## src/rtl/booth_mult8.sv

```systemverilog
// Sequential 8x8 signed radix-2 Booth multiplier, one Booth step per cycle through a single ripple adder.
// Define BOOTH_MULT8_ACC_EN to add the acc_en port (multiply-accumulate into p).

module booth_add8 (
  input  logic [7:0] a,
  input  logic [7:0] b,
  input  logic       ci,
  output logic [8:0] s
);
  // Both operands are sign-extended to 9 bits, so s is the exact signed sum.
  logic [8:0] ae;
  logic [8:0] be;
  logic       carry;

  always_comb begin
    ae    = {a[7], a};
    be    = {b[7], b};
    carry = ci;
    s     = '0;
    for (int i = 0; i < 9; i++) begin
      s[i]  = ae[i] ^ be[i] ^ carry;
      carry = (ae[i] & be[i]) | (carry & (ae[i] ^ be[i]));
    end
  end
endmodule

module booth_mult8 (
  input  logic        clk,
  input  logic        rst_n,
  input  logic        start,
  input  logic [7:0]  a,
  input  logic [7:0]  b,
`ifdef BOOTH_MULT8_ACC_EN
  input  logic        acc_en,
`endif
  output logic        busy,
  output logic        done,
  output logic [15:0] p
);
  // Handshake: start is accepted only in IDLE or DONE; busy is high for the
  // eight RUN cycles; done pulses for one cycle with p valid in the same cycle.
  typedef enum logic [1:0] {
    ST_IDLE = 2'd0,
    ST_RUN  = 2'd1,
    ST_DONE = 2'd2
  } state_e;

  state_e      state_q, state_d;
  logic [7:0]  m_q, m_d;
  logic [7:0]  acc_q, acc_d;
  logic [7:0]  q_q, q_d;
  logic        q1_q, q1_d;
  logic [2:0]  cnt_q, cnt_d;
  logic [15:0] p_q, p_d;
  logic        acc_en_q, acc_en_d;
  logic        acc_en_in;

  logic [7:0]  add_b;
  logic        add_ci;
  logic [8:0]  sum;
  logic [15:0] product;

`ifdef BOOTH_MULT8_ACC_EN
  assign acc_en_in = acc_en;
`else
  assign acc_en_in = 1'b0;
`endif

  booth_add8 u_add (
    .a  (acc_q),
    .b  (add_b),
    .ci (add_ci),
    .s  (sum)
  );

  // The final step's shifted result is the full product: {sum[8:1], sum[0], q[7:1]}.
  assign product = {sum, q_q[7:1]};

  always_comb begin
    add_b  = 8'h00;
    add_ci = 1'b0;
    case ({q_q[0], q1_q})
      2'b01:   add_b = m_q;
      2'b10: begin
        add_b  = ~m_q;
        add_ci = 1'b1;
      end
      default: add_b = 8'h00;
    endcase
  end

  always_comb begin
    state_d  = state_q;
    m_d      = m_q;
    acc_d    = acc_q;
    q_d      = q_q;
    q1_d     = q1_q;
    cnt_d    = cnt_q;
    p_d      = p_q;
    acc_en_d = acc_en_q;
    case (state_q)
      ST_IDLE, ST_DONE: begin
        state_d = ST_IDLE;
        if (start) begin
          state_d  = ST_RUN;
          m_d      = a;
          q_d      = b;
          acc_d    = 8'h00;
          q1_d     = 1'b0;
          cnt_d    = 3'd0;
          acc_en_d = acc_en_in;
        end
      end
      ST_RUN: begin
        acc_d = sum[8:1];
        q_d   = {sum[0], q_q[7:1]};
        q1_d  = q_q[0];
        cnt_d = cnt_q + 3'd1;
        if (cnt_q == 3'd7) begin
          state_d = ST_DONE;
          p_d     = acc_en_q ? (p_q + product) : product;
        end
      end
      default: state_d = ST_IDLE;
    endcase
  end

  always_ff @(posedge clk) begin
    if (!rst_n) begin
      state_q  <= ST_IDLE;
      m_q      <= '0;
      acc_q    <= '0;
      q_q      <= '0;
      q1_q     <= 1'b0;
      cnt_q    <= '0;
      p_q      <= '0;
      acc_en_q <= 1'b0;
    end else begin
      state_q  <= state_d;
      m_q      <= m_d;
      acc_q    <= acc_d;
      q_q      <= q_d;
      q1_q     <= q1_d;
      cnt_q    <= cnt_d;
      p_q      <= p_d;
      acc_en_q <= acc_en_d;
    end
  end

  assign busy = (state_q == ST_RUN);
  assign done = (state_q == ST_DONE);
  assign p    = p_q;
endmodule

```

## config.mk

```make
export PLATFORM = sky130hd
export DESIGN_NAME = booth_mult8
export DESIGN_NICKNAME = d
export VERILOG_FILES = /design/src/rtl/booth_mult8.sv
export SDC_FILE = /design/constraint.sdc
export NUM_CORES = 1
export LEC_CHECK = 0
export ABC_AREA = 1
export CELL_PAD_IN_SITES_DETAIL_PLACEMENT = 0
export CELL_PAD_IN_SITES_GLOBAL_PLACEMENT = 1
export CORE_MARGIN = 8
export CORE_UTILIZATION = 38
export CTS_BUF_LIST = sky130_fd_sc_hd__clkbuf_8 sky130_fd_sc_hd__clkbuf_16
export CTS_CLUSTER_SIZE = 30
export DETAILED_ROUTE_END_ITERATION = 7
export GPL_TIMING_DRIVEN = 0
export HOLD_SLACK_MARGIN = 0.08
export PLACE_DENSITY = 0.84
export SLEW_MARGIN = 10
export SYNTH_ARGS = -nofsm -noshare
export SYNTH_HDL_FRONTEND = slang
export SYNTH_SLANG_ARGS = --single-unit
export TNS_END_PERCENT = 20
```

## constraint.sdc

```tcl
create_clock -name clk -period 5.3 [get_ports clk]
set_clock_uncertainty 0.1 [all_clocks]
set_input_delay 0.795 -clock clk [delete_from_list [all_inputs] [get_ports clk]]
set_output_delay 0.795 -clock clk [all_outputs]
set_load 0.005 [all_outputs]
```

== Word-level counts from Yosys, hierarchy flattened ==
Cells that the tools add are included.
Storage, ports and cells
  register bits after elaboration: 46
  input bits: 19
  output and inout bits: 18
  logic and storage cells: 76
Operators by class
  add/subtract/negate cells: 1
  eq/ne operators: 7
  muxes and demuxes: 13
  bitwise logic cells: 42
  reduce and logical (&&, ||, !) cells: 6
Operator list (count)
  $pmux 8 s2: 3
  $xor 1x1->1: 17
  $and 1x1->1: 16
  $mux 8: 2
  $not 8->8: 1
  $or 1x1->1: 8
  $pmux 3 s2: 1
  $reduce_and 2->1: 3
  $eq 2x1->1 const B: 2
  $eq 2x2->1 const B: 2
  $pmux 2 s2: 1
  $add 3x1->3 const B: 1
  $eq 3x3->1 const B: 1
  $mux 1: 3
  $mux 3: 1
  $logic_not 2->1: 1
  $mux 2: 1
  $ne 2x1->1 const B: 1
  $ne 2x2->1 const B: 1
  $pmux 1 s2: 1
  $reduce_bool 2->1: 1
  $reduce_or 2->1: 1

== Longest topological paths before layout ==
  depth in word-level cells: 21
  gate-level depth with buffers: 17
  depth with buffers taken out: 17

== Modules after synthesis ==
A second synthesis with hierarchy kept.
Second synthesis, totals
  cells, all modules: 275
  area, all modules: 2178.3 um^2
By module, submodules not included
  booth_mult8: times used 1, cells an instance 258, area each 1968.1 um^2, sequential area each 920.9 um^2
  booth_add8: times used 1, cells an instance 17, area each 210.2 um^2, sequential area each 0.0 um^2

== Least setup slack after synthesis ==
No wires, ideal clock.
  path kind: register -> register
  start point: register q_q[0]
  end point: register acc_q[6]
  setup time: 0.133 ns
  arrival time: 3.722 ns
  data required time: 5.067 ns
  path slack: 1.344 ns
  cell stages (with the launch flop): 17
  path buffers: 0
  period minus slack after synthesis: 3.956 ns
  cell sequence: dfxtp_1 inv_1 nor2_2 nor2_1 a21oi_1 fa_1 inv_1 fa_1 fa_1 fa_1 fa_1 fa_1 inv_1 fa_1 fa_1 nand2_2 a21oi_2
On the way
  longest elaborated chain between the ends: 19
  elaborated cells between the ends (all ways): 35
  those cells by class: eq/ne (2); mux (3); bitwise (30)
Ends and longest elaborated chain
  from (decl): RTL line 51  | logic [7:0] q_q, q_d;
  from (signal assigned): RTL line 142  | q_q <= q_d;
  $eq 2x2->1 / $eq 2x1->1 (equally long branches): RTL line 82  | case ({q_q[0], q1_q})
  $pmux 8 s2: RTL line 82
  $xor 1x1->1: RTL line 22  | carry = (ae[i] & be[i]) | (carry & (ae[i] ^ be[i]));
  $and 1x1->1: RTL line 22
  $or 1x1->1: RTL line 22
  $and 1x1->1: RTL line 22
  $or 1x1->1: RTL line 22
  $and 1x1->1: RTL line 22
  [... 4 more ...]
  $or 1x1->1: RTL line 22
  $and 1x1->1: RTL line 22
  $or 1x1->1: RTL line 22
  $and 1x1->1: RTL line 22
  $or 1x1->1: RTL line 22
  $xor 1x1->1 (*): RTL line 21  | s[i] = ae[i] ^ be[i] ^ carry;
  net sum[7]: RTL line 60  | logic [8:0] sum;
  $pmux 8 s2 (*): RTL line 101  | case (state_q)
  to (signal assigned): RTL line 132  | acc_q <= '0;
  to (signal assigned): RTL line 141  | acc_q <= acc_d;
  to (decl): RTL line 50  | logic [7:0] acc_q, acc_d;
The timed path passes the listed nets; every way through them passes the cells marked *.
A chain may end at the register's enable or synchronous reset.

== Worst setup path after layout ==
Ends and elaborated chain as after synthesis.

==> summary.md <==
| Metric | Value |
|---|---|
| Status | finished clean |
| DP Area | between 2000 and 3000 um2 |
| Crit path required time | 5.38 ns |
| Cells after Synth | between 200 and 300 |
| Worst skew pair latency | around 0.3 ns |
| Layout cell share with drive strength beyond 1 | 0.106 |
| Routed length per instance | approximately 12 um |
| Initial antenna violation count | 0 |
| Post-CTS Hold Fix Bufs | 0 |
| Seq/Total Area, Yosys | 0.423 |
| Vias per cell | ~4.7 |
| Register bit count reported by yosys | between 40 and 50 |
| Synth unique cells | 25 |
| Final hold slack | between 0.3 and 0.4 ns |
| Clock power frac | 0.335 |
| Mux cell area share after synthesis | 0 |
| Combinational power share | 0.185 |
| Top Ports | 37 |
| Post-place setup slack | between 1 and 1.5 ns |
| CTS max path bufs | 2 |
| RSZ-0062 raised after global routing | false |
| Worst Path Max Fanout | 9 |
| Synthesized area | between 2000 and 2500 um2 |
| Synth Area in Compound Gates | 0.106 |
| Die Area | 8410 um2 |
| Internal power | 0.563 mW |
| CTS sink count | 46 |
| Grt total ovfl | 0 |
| Avg Cell Area, Syn | ~7.9 um2 |
| CTS tree | yes |
| # diodes | 0 |
| Routed WL | just under 5000 um |
| Largest area contributor in the netlist | dfxtp_1 |
| FP Rows | 27 |
| Worst-Margin Slew | about 0.55 ns |
| Post-route design area | 2730 um2 |
| Final Cycle Share | 0.807 |
| First-pass GRT wire length | 8250 um |
| Fin. Hold Viols | 0 |
| Starting Density | 0.395 |
| Clk pin slew, worst setup/hold paths | 0.09 ns |
| H-tree depth | 2 |
| Share of the synthesized area in the top cell type | 0.423 |
| Final worst slack | between 1 and 1.5 ns |
| HP Class | register to register |
| Vias in the first global route | ~1800 |
| First-pass DRT Iterations | 4 |
| WS Path Type | register to register |
| Pin count of the biggest net entering global routing | 15 |
| Post-synthesis xor/xnor area fraction | 0 |
| Core region area | around 5500 um2 |
| Drt initial violations | roughly 140 |
| Fin util | 0.495 |
| Post_cts resized | 0 |
| Die Height | between 90 and 100 um |
| Final nets | ~350 |
| DR DRC count | 0 |
| Routed vias | approximately 1800 |
| Top post-synthesis cells by area | dfxtp_1, nand3_1, fa_1 |
| Endpoint class of the critical path | register |
| Pins Over Slew Limit | 0 |
| Max Fclk | about 230 MHz |
| Die span in x | ~90 um |
| Root cell of the clock tree | clkbuf_8 |
| Pwr dens | approximately 290 nW/um2 |
| Synthesis-to-layout area growth | 25.2% |
| Psw | around 0.21 mW |
| Simple logic cell fraction of the synthesized area | 0.265 |
| Post-detail-place hpwl | 3560 um |
| Flop pwr share | 0.481 |
| Setup Viol. Count Final | 0 |
| Port Buf Inserts | 35 |
| Largest family of logic cells by synthesized area | simple AND/OR/NAND/NOR gates |
| Switch share | 0.275 |
| Final setup TNS | 0 ns |
| Maximum VDD drop | 166 uV |
| Post-route ant nets | 0 |
| Mapped Nets | 307 |
| Post-synthesis adder-cell area fraction | 0.0943 |
| Slew margin rel. | 0.635 |
| Crit path DAT | roughly 4.4 ns |
| Post-CTS Setup Bufs | 0 |
| Final GP Congestion | around 0.75 |
| GRT Total Usage | 0.120 |
| CP Launch Type | register |
| Synth warnings | 0 |
| CTS Buf Count | 5 |
| Final min period | 4.28 ns |
| Lkg Pwr | about 1.1 nW |
| Total of max-cap violations | 0 |
-- cell usage in the layout (no fill, tap or decap), drive strengths merged --
| cell | netlist | final |
|---|---|---|
| dfxtp | 46 | 46 |
| nand2 | 45 | 45 |
| nand3 | 42 | 42 |
| clkdlybuf4s50 | 0 | 35 |
| inv | 35 | 35 |
| nor2 | 33 | 33 |
| o21ai | 29 | 29 |
| a21oi | 15 | 15 |
| buf | 13 | 13 |
| fa | 9 | 9 |
| clkbuf | 2 | 7 |
| nor3 | 6 | 6 |
| ha | 2 | 2 |
| clkinv | 0 | 2 |
| bufinv | 0 | 1 |
-- Yosys cell counts, drive strengths merged --
cell type,number
clkbuf,2
ha,2
buf,13
fa,9
dfxtp,46
o21ai,29
nand2,45
a21oi,15
nor2,33
nand3,42
inv,35
nor3,6
-- path summary, 6_finish.rpt --
check | end | cells after the start | slack (ns) | startpoint
setup / recovery | acc_q[6] | 16 | 1.02 | q_q[0]
hold / removal | cnt_q[0] | 1 | 0.38 | cnt_q[0]
setup reg to reg | acc_q[6] | 16 | 1.02 | q_q[0]
hold reg to reg | cnt_q[0] | 1 | 0.38 | cnt_q[0]
-- per-layer routing --
| metal | track usage | up-vias | wire, um |
|---|---|---|---|
| li1 | - | 965 | - |
| met1 | 0.163 | 819 | 2470 |
| met2 | 0.182 | 36 | 2090 |
| met3 | 0.0253 | 5 | 213 |
| met4 | 0.0483 | 0 | 70 |
| met5 | 0 | - | 0 |
-- worst max-delay path: stages, from the launching register on --
cell and delay [ns]:
dfxtp_1 0.35, inv_1 0.08, nor2_2 0.30, nor2_1 0.07, a21oi_1 0.20, fa_1 0.20
inv_1 0.05, fa_1 0.38, fa_1 0.39, fa_1 0.38, fa_1 0.39, fa_1 0.36
inv_1 0.07, fa_1 0.22, fa_1 0.46, nand2_2 0.09, a21oi_2 0.05
-- power groups by stage --
stage               registers (mW)  clock network [mW]  logic, mW
floorplan                    0.380                   0      0.105
global placement             0.381                   0      0.144
detailed placement           0.382                   0      0.145
CTS                          0.374               0.267      0.145
global route                 0.377               0.282      0.164
finish                       0.374               0.260      0.143
-- area by class of cell --
cell class                 count  area (um2)
clock inverter                 3        40.0
sequential                    46         921
buffer                        15         109
fill                         559        2780
multi-input combinational    181        1010
tap                           72        90.1
timing repair buffer          35         350
clock buffer                   5        68.8
inverter                      35         134
-- cell families (layout without fill, tap and decap cells) --
group / after synthesis / in the layout
buffers and inverters: 50 / 93
AOI/OAI and AO/OA: 44 / 44
DFF: 46 / 46
and+or+nand+nor: 126 / 126
adders and majority gates: 11 / 11
-- flip-flops by register name, indices dropped and copies added, names as in the netlist --
name	cells
acc_q	8
p	16
q_q	8
state_q	2
q1_q	1
m_q	8
cnt_q	3
-- through the flow --
step | cells | total power, mW
final | 392 | 0.777
after global routing | 392 | 0.823
after CTS | 392 | 0.787
after detailed placement | 384 | 0.527
after global placement | 384 | 0.525
after floorplan | 277 | 0.485
(Power assumes the default switching activity.)
